$ cat src/rtl/ni_tdm_out_queue.sv
// TDM endpoint transmit queue: buffers core flits and sends each one on both redundant links
// in granted slots, inserting running-count checkpoints every MAX_LEN data flits and on idle.
module ni_tdm_out_queue #(
  parameter int FLIT_WIDTH = 32,
  parameter int CT_LINKS   = 2,
  parameter int DEPTH      = 16,
  parameter int MAX_LEN    = 8,
  localparam int CNT_WIDTH  = 16,
  localparam int FILL_WIDTH = $clog2(DEPTH + 1)
) (
  input  logic                                clk_noc,
  input  logic                                rst_noc_n,
  input  logic [FLIT_WIDTH-1:0]               in_flit,
  input  logic                                in_valid,
  output logic                                in_ready,
  output logic [FILL_WIDTH-1:0]               num_free,
  input  logic                                slot_en,
  input  logic [CT_LINKS-1:0]                 link_en,
  input  logic                                force_cp,
  output logic [CT_LINKS-1:0][FLIT_WIDTH-1:0] out_flit,
  output logic [CT_LINKS-1:0]                 out_valid,
  output logic [CT_LINKS-1:0]                 out_checkpoint
);

  localparam int PTR_W   = $clog2(DEPTH);
  localparam int SINCE_W = $clog2(MAX_LEN + 1);

  if (CT_LINKS != 2) begin : g_links_check
    $fatal(1, "ni_tdm_out_queue supports only CT_LINKS == 2");
  end
  if ((DEPTH < 2) || ((DEPTH & (DEPTH - 1)) != 0)) begin : g_depth_check
    $fatal(1, "ni_tdm_out_queue requires DEPTH to be a power of 2");
  end

  logic [FLIT_WIDTH-1:0] mem_r [DEPTH];
  logic [PTR_W-1:0]      wr_ptr_r;
  logic [PTR_W-1:0]      rd_ptr_r;
  logic [FILL_WIDTH-1:0] count_r;
  logic [CNT_WIDTH-1:0]  flit_cnt_r;
  logic [SINCE_W-1:0]    since_cp_r;
  logic                  cp_pending_r;

  logic push_s;
  logic empty_s;
  logic cp_due_s;
  logic send_cp_s;
  logic send_data_s;

  assign in_ready = (count_r != FILL_WIDTH'(DEPTH));
  assign num_free = FILL_WIDTH'(DEPTH) - count_r;

  // Slot arbitration: forced/overdue checkpoint, then data, then idle flush.
  always_comb begin
    empty_s     = (count_r == '0);
    cp_due_s    = cp_pending_r | force_cp | (since_cp_r == SINCE_W'(MAX_LEN));
    push_s      = in_valid & in_ready;
    send_cp_s   = 1'b0;
    send_data_s = 1'b0;
    if (slot_en) begin
      if (cp_due_s) begin
        send_cp_s = 1'b1;
      end else if (!empty_s) begin
        send_data_s = 1'b1;
      end else if (since_cp_r != '0) begin
        send_cp_s = 1'b1;
      end else begin
        send_cp_s = 1'b0;
      end
    end else begin
      send_data_s = 1'b0;
    end
  end

  // Flit storage; reset only clears the pointers, so stale entries are simply unreachable.
  always_ff @(posedge clk_noc) begin
    if (push_s) begin
      mem_r[wr_ptr_r] <= in_flit;
    end
  end

  // Buffer pointers, fill count and checkpoint bookkeeping.
  always_ff @(posedge clk_noc or negedge rst_noc_n) begin
    if (!rst_noc_n) begin
      wr_ptr_r     <= '0;
      rd_ptr_r     <= '0;
      count_r      <= '0;
      flit_cnt_r   <= '0;
      since_cp_r   <= '0;
      cp_pending_r <= 1'b0;
    end else begin
      if (push_s) begin
        wr_ptr_r <= wr_ptr_r + PTR_W'(1);
      end
      if (send_data_s) begin
        rd_ptr_r   <= rd_ptr_r + PTR_W'(1);
        flit_cnt_r <= flit_cnt_r + CNT_WIDTH'(1);
        since_cp_r <= since_cp_r + SINCE_W'(1);
      end else if (send_cp_s) begin
        since_cp_r <= '0;
      end
      case ({push_s, send_data_s})
        2'b10:   count_r <= count_r + FILL_WIDTH'(1);
        2'b01:   count_r <= count_r - FILL_WIDTH'(1);
        default: count_r <= count_r;
      endcase
      if (send_cp_s) begin
        cp_pending_r <= 1'b0;
      end else if (force_cp) begin
        cp_pending_r <= 1'b1;
      end
    end
  end

  // Registered link outputs; flit/checkpoint hold when nothing is sent.
  always_ff @(posedge clk_noc or negedge rst_noc_n) begin
    if (!rst_noc_n) begin
      out_flit       <= '0;
      out_valid      <= '0;
      out_checkpoint <= '0;
    end else begin
      out_valid <= (send_cp_s | send_data_s) ? link_en : '0;
      if (send_cp_s) begin
        out_flit       <= {CT_LINKS{FLIT_WIDTH'(flit_cnt_r)}};
        out_checkpoint <= '1;
      end else if (send_data_s) begin
        out_flit       <= {CT_LINKS{mem_r[rd_ptr_r]}};
        out_checkpoint <= '0;
      end
    end
  end

endmodule
$ cat config.mk
export PLATFORM = sky130hd
export DESIGN_NAME = ni_tdm_out_queue
export DESIGN_NICKNAME = d
export VERILOG_FILES = /design/src/rtl/ni_tdm_out_queue.sv
export SDC_FILE = /design/constraint.sdc
export NUM_CORES = 1
export LEC_CHECK = 0
export ABC_CLOCK_PERIOD_IN_PS = 5700
export BUFFER_PORTS_ARGS = -buffer_cell sky130_fd_sc_hd__buf_2
export CAP_MARGIN = 30
export CORE_MARGIN = 8
export CORE_UTILIZATION = 55
export DETAILED_ROUTE_END_ITERATION = 7
export HOLD_SLACK_MARGIN = 0.15
export PLACE_DENSITY_LB_ADDON = 0.15
export SLEW_MARGIN = 20
export SYNTH_ARGS = -nofsm -noshare
export SYNTH_HDL_FRONTEND = slang
export SYNTH_SLANG_ARGS = --single-unit
$ cat constraint.sdc
create_clock -name clk_noc -period 5.7 [get_ports clk_noc]
set_clock_uncertainty 0.05 [all_clocks]
set_input_delay 0.57 -clock clk_noc [delete_from_list [all_inputs] [get_ports clk_noc]]
set_output_delay 0.57 -clock clk_noc [all_outputs]
set_load 0.005 [all_outputs]
Word-level counts from Yosys, hierarchy flattened:

Memory sizes are Yosys's and may differ from the RTL's.
Index checks and enable logic that the tools add are counted.

* reduce and logical (&&, ||, !) cells: 5
* multiply operators: 0
* $lt $le $gt $ge: 0
* shift operators: 0
* bitwise operators: 4
* $add $sub $neg: 7
* divide/modulo/power cells: 0
* muxes and demuxes: 19
* eq/ne operators: 4

Operator list (number)
* $mux W64: 2
* $add A16 B1 Y16 const B: 1
* $add A4 B1 Y4 const B: 3
* $mux W1: 11
* $pmux W5 S2: 1
* $mux W4: 2
* $mux W2: 3
* $reduce_bool A2 Y1: 3
* $add A5 B1 Y5 const B: 1
* $logic_not A5 Y1: 1
* $ne A5 B5 Y1 const B: 1
* $sub A5 B1 Y5 const B: 1
* $sub A5 B5 Y5 const A: 1
* $eq A4 B4 Y1 const B: 1
* $reduce_bool A4 Y1: 1
* $or A1 B1 Y1: 3
* $eq A2 B1 Y1 const B: 1
* $eq A2 B2 Y1 const B: 1
* $and A1 B1 Y1: 1

* output and inout bits: 74
* flip-flop bits (word level): 102
* latch bits: 0
* memories: 1
* input bits: 39
* RAM bits: 512
* ROM bits: 0
* word-level logic and storage cells: 50

Memories
* mem_r: words 16, bits a word 32, read ports 1, clocked after memory_dff 0, write ports 1, line 35 `logic [FLIT_WIDTH-1:0] mem_r [DEPTH];`

Logic depth before layout (Yosys ltp):

* depth in word-level cells: 7
* gate-level depth with buffers: 17
* gate-level depth less buffers: 14

Least setup slack after synthesis:

No wires, ideal clock.

* path type: flip-flop to flip-flop
* from: register count_r[1]
* to: memory mem_r[3][0] (enable)
* path slack: 1.290 ns
* required time: 5.189 ns
* cell stages (with the launch flop): 10
* arrival time: 3.899 ns
* clock period less this slack: 4.410 ns
* path buffers: 2
* setup time: 0.461 ns
* cell sequence: dfrtp_1 clkbuf_1 inv_1 ha_1 nor3b_1 ha_1 nor2b_1 clkbuf_1 nand2_1 nor3_1

* word-level cells in the longest chain between the ends: 4

Ends and longest elaborated chain
* from (decl): line 38 `logic [FILL_WIDTH-1:0] count_r;`
* from (signal assigned): line 102 `2'b10: count_r <= count_r + FILL_WIDTH'(1);`
* from (signal assigned): line 103 `2'b01: count_r <= count_r - FILL_WIDTH'(1);`
* from (signal assigned): line 104 `default: count_r <= count_r;`
* $ne A5 B5 Y1: line 49 `assign in_ready = (count_r != FILL_WIDTH'(DEPTH));`
* $and A1 B1 Y1: line 56 `push_s = in_valid & in_ready;`
* $mux W1: line 76 `if (push_s) begin`
* $mux W1 (implied by the code): line 77 `mem_r[wr_ptr_r] <= in_flit;`
* to (decl): line 35

Every way passes these cells.

Worst setup path after layout:

* from: register count_r[1]
* to: register count_r[4]

* word-level cells in the longest chain between the ends: 6
* elaborated cells on any way between the ends: 12
* those cells by class: add/sub: 2; eq/ne: 3; mux: 4; bitwise: 1; reduce/logical: 2

Ends and longest elaborated chain
* $logic_not A5 Y1: line 54 `empty_s = (count_r == '0);`
* $mux W1: line 62 `end else if (!empty_s) begin`
* $mux W1: line 60 `if (cp_due_s) begin`
* $mux W1: line 59 `if (slot_en) begin`
* $eq A2 B1 Y1 or $eq A2 B2 Y1 (tied branches): line 101 `case ({push_s, send_data_s})`
* $pmux W5 S2 or $reduce_bool A2 Y1 (tied branches)

Several ways; a longest one is shown, not always the timed one.
A chain may end at the register's enable or synchronous reset.

==> flow_summary_export.csv <==
group,metric,value,unit
sta,tightest_slew,0.969,ns
synth,ys_warn_count,0,
global_route,grt_max_degree,64,
global_route,grt_antenna_before_repair,1,
power_and_ir_drop,ir_drop,0.271,mV
synth,synth_edf_count,512,
layout,drive_gt1_frac,0.274,
floorplanning,die_width,221,um
worst_setup_path,rr_startpoint,"count_r[1]",
layout,mostFrequentLayoutCells,"edfxtp_1, buf_2, mux4_2, mux2i_1, dfrtp_1",
sta,hold_viol_final,0,
sta,rsz0062_at_grt,"no",
worst_setup_path,crit_path_max_incr_delay,0.48,ns
detailed_routing,ant_nets,0,
sta,finalCritPeriodShare,0.751,
power_and_ir_drop,p_total,0.0126,W
placed_design,place_hpwl,29900,um
synth,synth_ff_type,"edfxtp_1",
worst_setup_path,cp_slowest_cell,"nand3_1",
global_route,grt-ovfl-total,0,
synth,synth-seq-cells,581,
sta,drv_slew,0,
detailed_routing,first_iter_violations,1174,
clock_tree,clockBufferDepth,3,
clock_tree,clock-sinks,581,
power_and_ir_drop,powerDensity,482,nW/um^2
floorplanning,num_rows,75,
clock_tree,worstSkewPairLatency,0.61,ns
worst_setup_path,critPathKind,"register to register",
worst_setup_path,crit_start,"count_r[1]",
floorplanning,io_pins,113,
worst_hold_path,hold_path.class,"primary input to register",
synth,synthArstFlopShare,0.119,
layout,fillCellCount,2997,
clock_tree,path_clk_slew,0.06,ns
worst_setup_path,reg2reg_setup_slack,1.42,ns
sta,setup_violations,0,
synth,syn-instance-count,1187,
clock_tree,h-tree-depth,2,
global_route,grt_pass1_wl,74600,um
layout,layout_commonest_cell,"edfxtp_1",
placed_design,gp_congestion,0.741,
clock_tree,cts_buffers,57,
flow_run,max-cap-violations,0,
clock_tree,cts_root_buf,"clkbuf_16",
outcome,status,"finished clean",
detailed_routing,routed_via_density,6.01,
worst_setup_path,required,6.13,ns
worst_setup_path,worstPathCellList,"inv_1 > ha_1 > nor3b_1 > ha_1 > nor2b_1 > nand3_1 > inv_2 > buf_4 > ha_1 > xor2_1 > ha_1 > a21o_1 > a22oi_1 > o211a_1 > a2111oi_0",
worst_setup_path,reg2regPathDepth,15,
clock_tree,post_cts_resized,0,
sta,slew_headroom,0.354,
synth,avgSynthCellArea,19.4,sq um
synth,synth_area,23000,sq um
layout,final_util,0.626,
detailed_routing,drt_first_pass_iters,4,
worst_setup_path,cp_max_fo,29,
layout,regArea,17100,sq um
floorplanning,start_util,0.553,
detailed_routing,totalWireLength,49500,um
global_route,track_usage,0.209,
detailed_routing,drc,0,
detailed_routing,dr_total_vias,11361,
placed_design,io_buffers,112,
layout,layout.nets,1354,
synth,ys_types,49,
worst_setup_path,crit_top_cell,"ha_1",
floorplanning,dieArea,48700,sq um
layout,area_growth,13.3,%
sta,post-route-min-period,4.28,ns
worst_setup_path,end_kind,"register",
clock_tree,cts_tree,"yes",
worst_hold_path,hp-start,"force_cp",
global_route,grt_pass1_vias,11696,
synth,syn_nets,1240,
synth,synth-seq-area-share,0.743,
worst_setup_path,crit_end,"count_r[4]",
worst_setup_path,start_kind,"register",
floorplanning,dieHeight,221,um
power_and_ir_drop,leakage,9.10,nW
sta,fmax,0.233,GHz
floorplanning,fp.coreArea,41700,sq um
worst_setup_path,worstPathArrival,4.71,ns
layout,multi_input_area,5380,sq um
worst_setup_path,r2r-end,"count_r[4]",
detailed_routing,wl_per_cell,26.2,um
sta,fin_tns_setup,0,ns
-- registers in the layout, indices dropped and copies added, names as in the netlist --
| name | cells |
|---|---|
| count_r | 5 |
| cp_pending_r | 1 |
| flit_cnt_r | 16 |
| mem_r | 512 |
| out_checkpoint | 1 |
| out_flit | 32 |
| out_valid | 2 |
| rd_ptr_r | 4 |
| since_cp_r | 4 |
| wr_ptr_r | 4 |
-- timing repair --
| action | 4_1_cts | 5_1_grt |
|---|---|---|
| hold buffers | 3 | 0 |
| endpoints found under the hold margin | 15 | 0 |
| setup buffers | 0 | 0 |
-- cells by family after synthesis --
kind of cell,Yosys count,synth area share
adders and majority gates,14,0.00761
DFF,581,0.743
muxes,183,0.141
xor gates and xnor gates,29,0.0110
AOI/OAI and AO/OA,110,0.0376
and+or+nand+nor,157,0.0322
buffers and inverters,113,0.0286
-- worst min path at each step --
stage	endpoint	slack, ns	cells past startpoint
after detailed placement	out_flit[30]	0.40	1
after floorplan	count_r[0]	0.22	0
after CTS	cp_pending_r	0.17	3
after global placement	out_flit[30]	0.40	1
final	cp_pending_r	0.21	3
after global routing	cp_pending_r	0.23	3
-- power breakdown --
group,internal (W),total [W],switching (W)
sequential,0.00517,0.00564,0.000470
clock,0.00228,0.00384,0.00156
combinational,0.00148,0.00309,0.00162
total,0.00893,0.0126,0.00364
-- cell type report --
class / instances / area share
clock buffer: 80 / 0.0615
multi-input combinational: 493 / 0.206
antenna: 2 / 0.000192
tap: 539 / 0.0259
clock inverter: 27 / 0.0126
sequential: 581 / 0.656
timing repair buffer: 152 / 0.0352
inverter: 16 / 0.00230
-- stage by stage --
stage	instance area [sq um]	hold WS, ns	std cells	setup WS (ns)
after floorplan	23000	0.224	1187	1.29
after global placement	24100	0.404	1774	1.49
after detailed placement	24100	0.404	1777	1.43
after CTS	26100	0.171	1887	1.42
after global routing	26100	0.233	1889	0.913
final	26100	0.212	1890	1.42
-- synth_stat cells, types with 4 or more instances --
cell	number	area share
nand2b_1	7	0.0019
mux2i_1	71	0.031
a211o_1	12	0.0046
a2111o_1	13	0.0064
dfrtp_1	69	0.075
o21ai_0	14	0.0030
buf_4	44	0.014
nor2_1	69	0.011
xor2_1	5	0.0019
mux4_2	107	0.10
nand4_1	10	0.0027
o31ai_1	5	0.0016
and3_1	4	0.0011
xnor2_1	24	0.0091
o22ai_1	19	0.0052
inv_1	15	0.0024
o221ai_1	5	0.0019
a32o_1	12	0.0052
nor3_1	7	0.0015
clkbuf_1	25	0.0041
mux4_1	4	0.0046
ha_1	14	0.0076
nand3_1	6	0.0013
a21oi_1	12	0.0026
and2_1	14	0.0038
buf_6	6	0.0029
edfxtp_1	512	0.67
a211oi_1	5	0.0016
buf_2	19	0.0041
nand2_1	26	0.0042
-- metal layers --
metal	vias to the layer above	wire (um)	share of wire	track usage
met5	-	0	0	0
met4	0	954	0.019	0.0574
met3	67	2680	0.054	0.0308
met2	345	23600	0.48	0.328
met1	5978	22300	0.45	0.307
li1	4971	-	-	-
-- critical path: cells and delay by family (launching register included) --
family,cells,cell delay [ns]
AOI/OAI and AO/OA,4,0.81
xor gates and xnor gates,1,0.19
adders and majority gates,4,1.18
buffers and inverters,3,0.58
DFF,1,0.47
and+or+nand+nor,3,0.87
(Power assumes the default switching activity.)
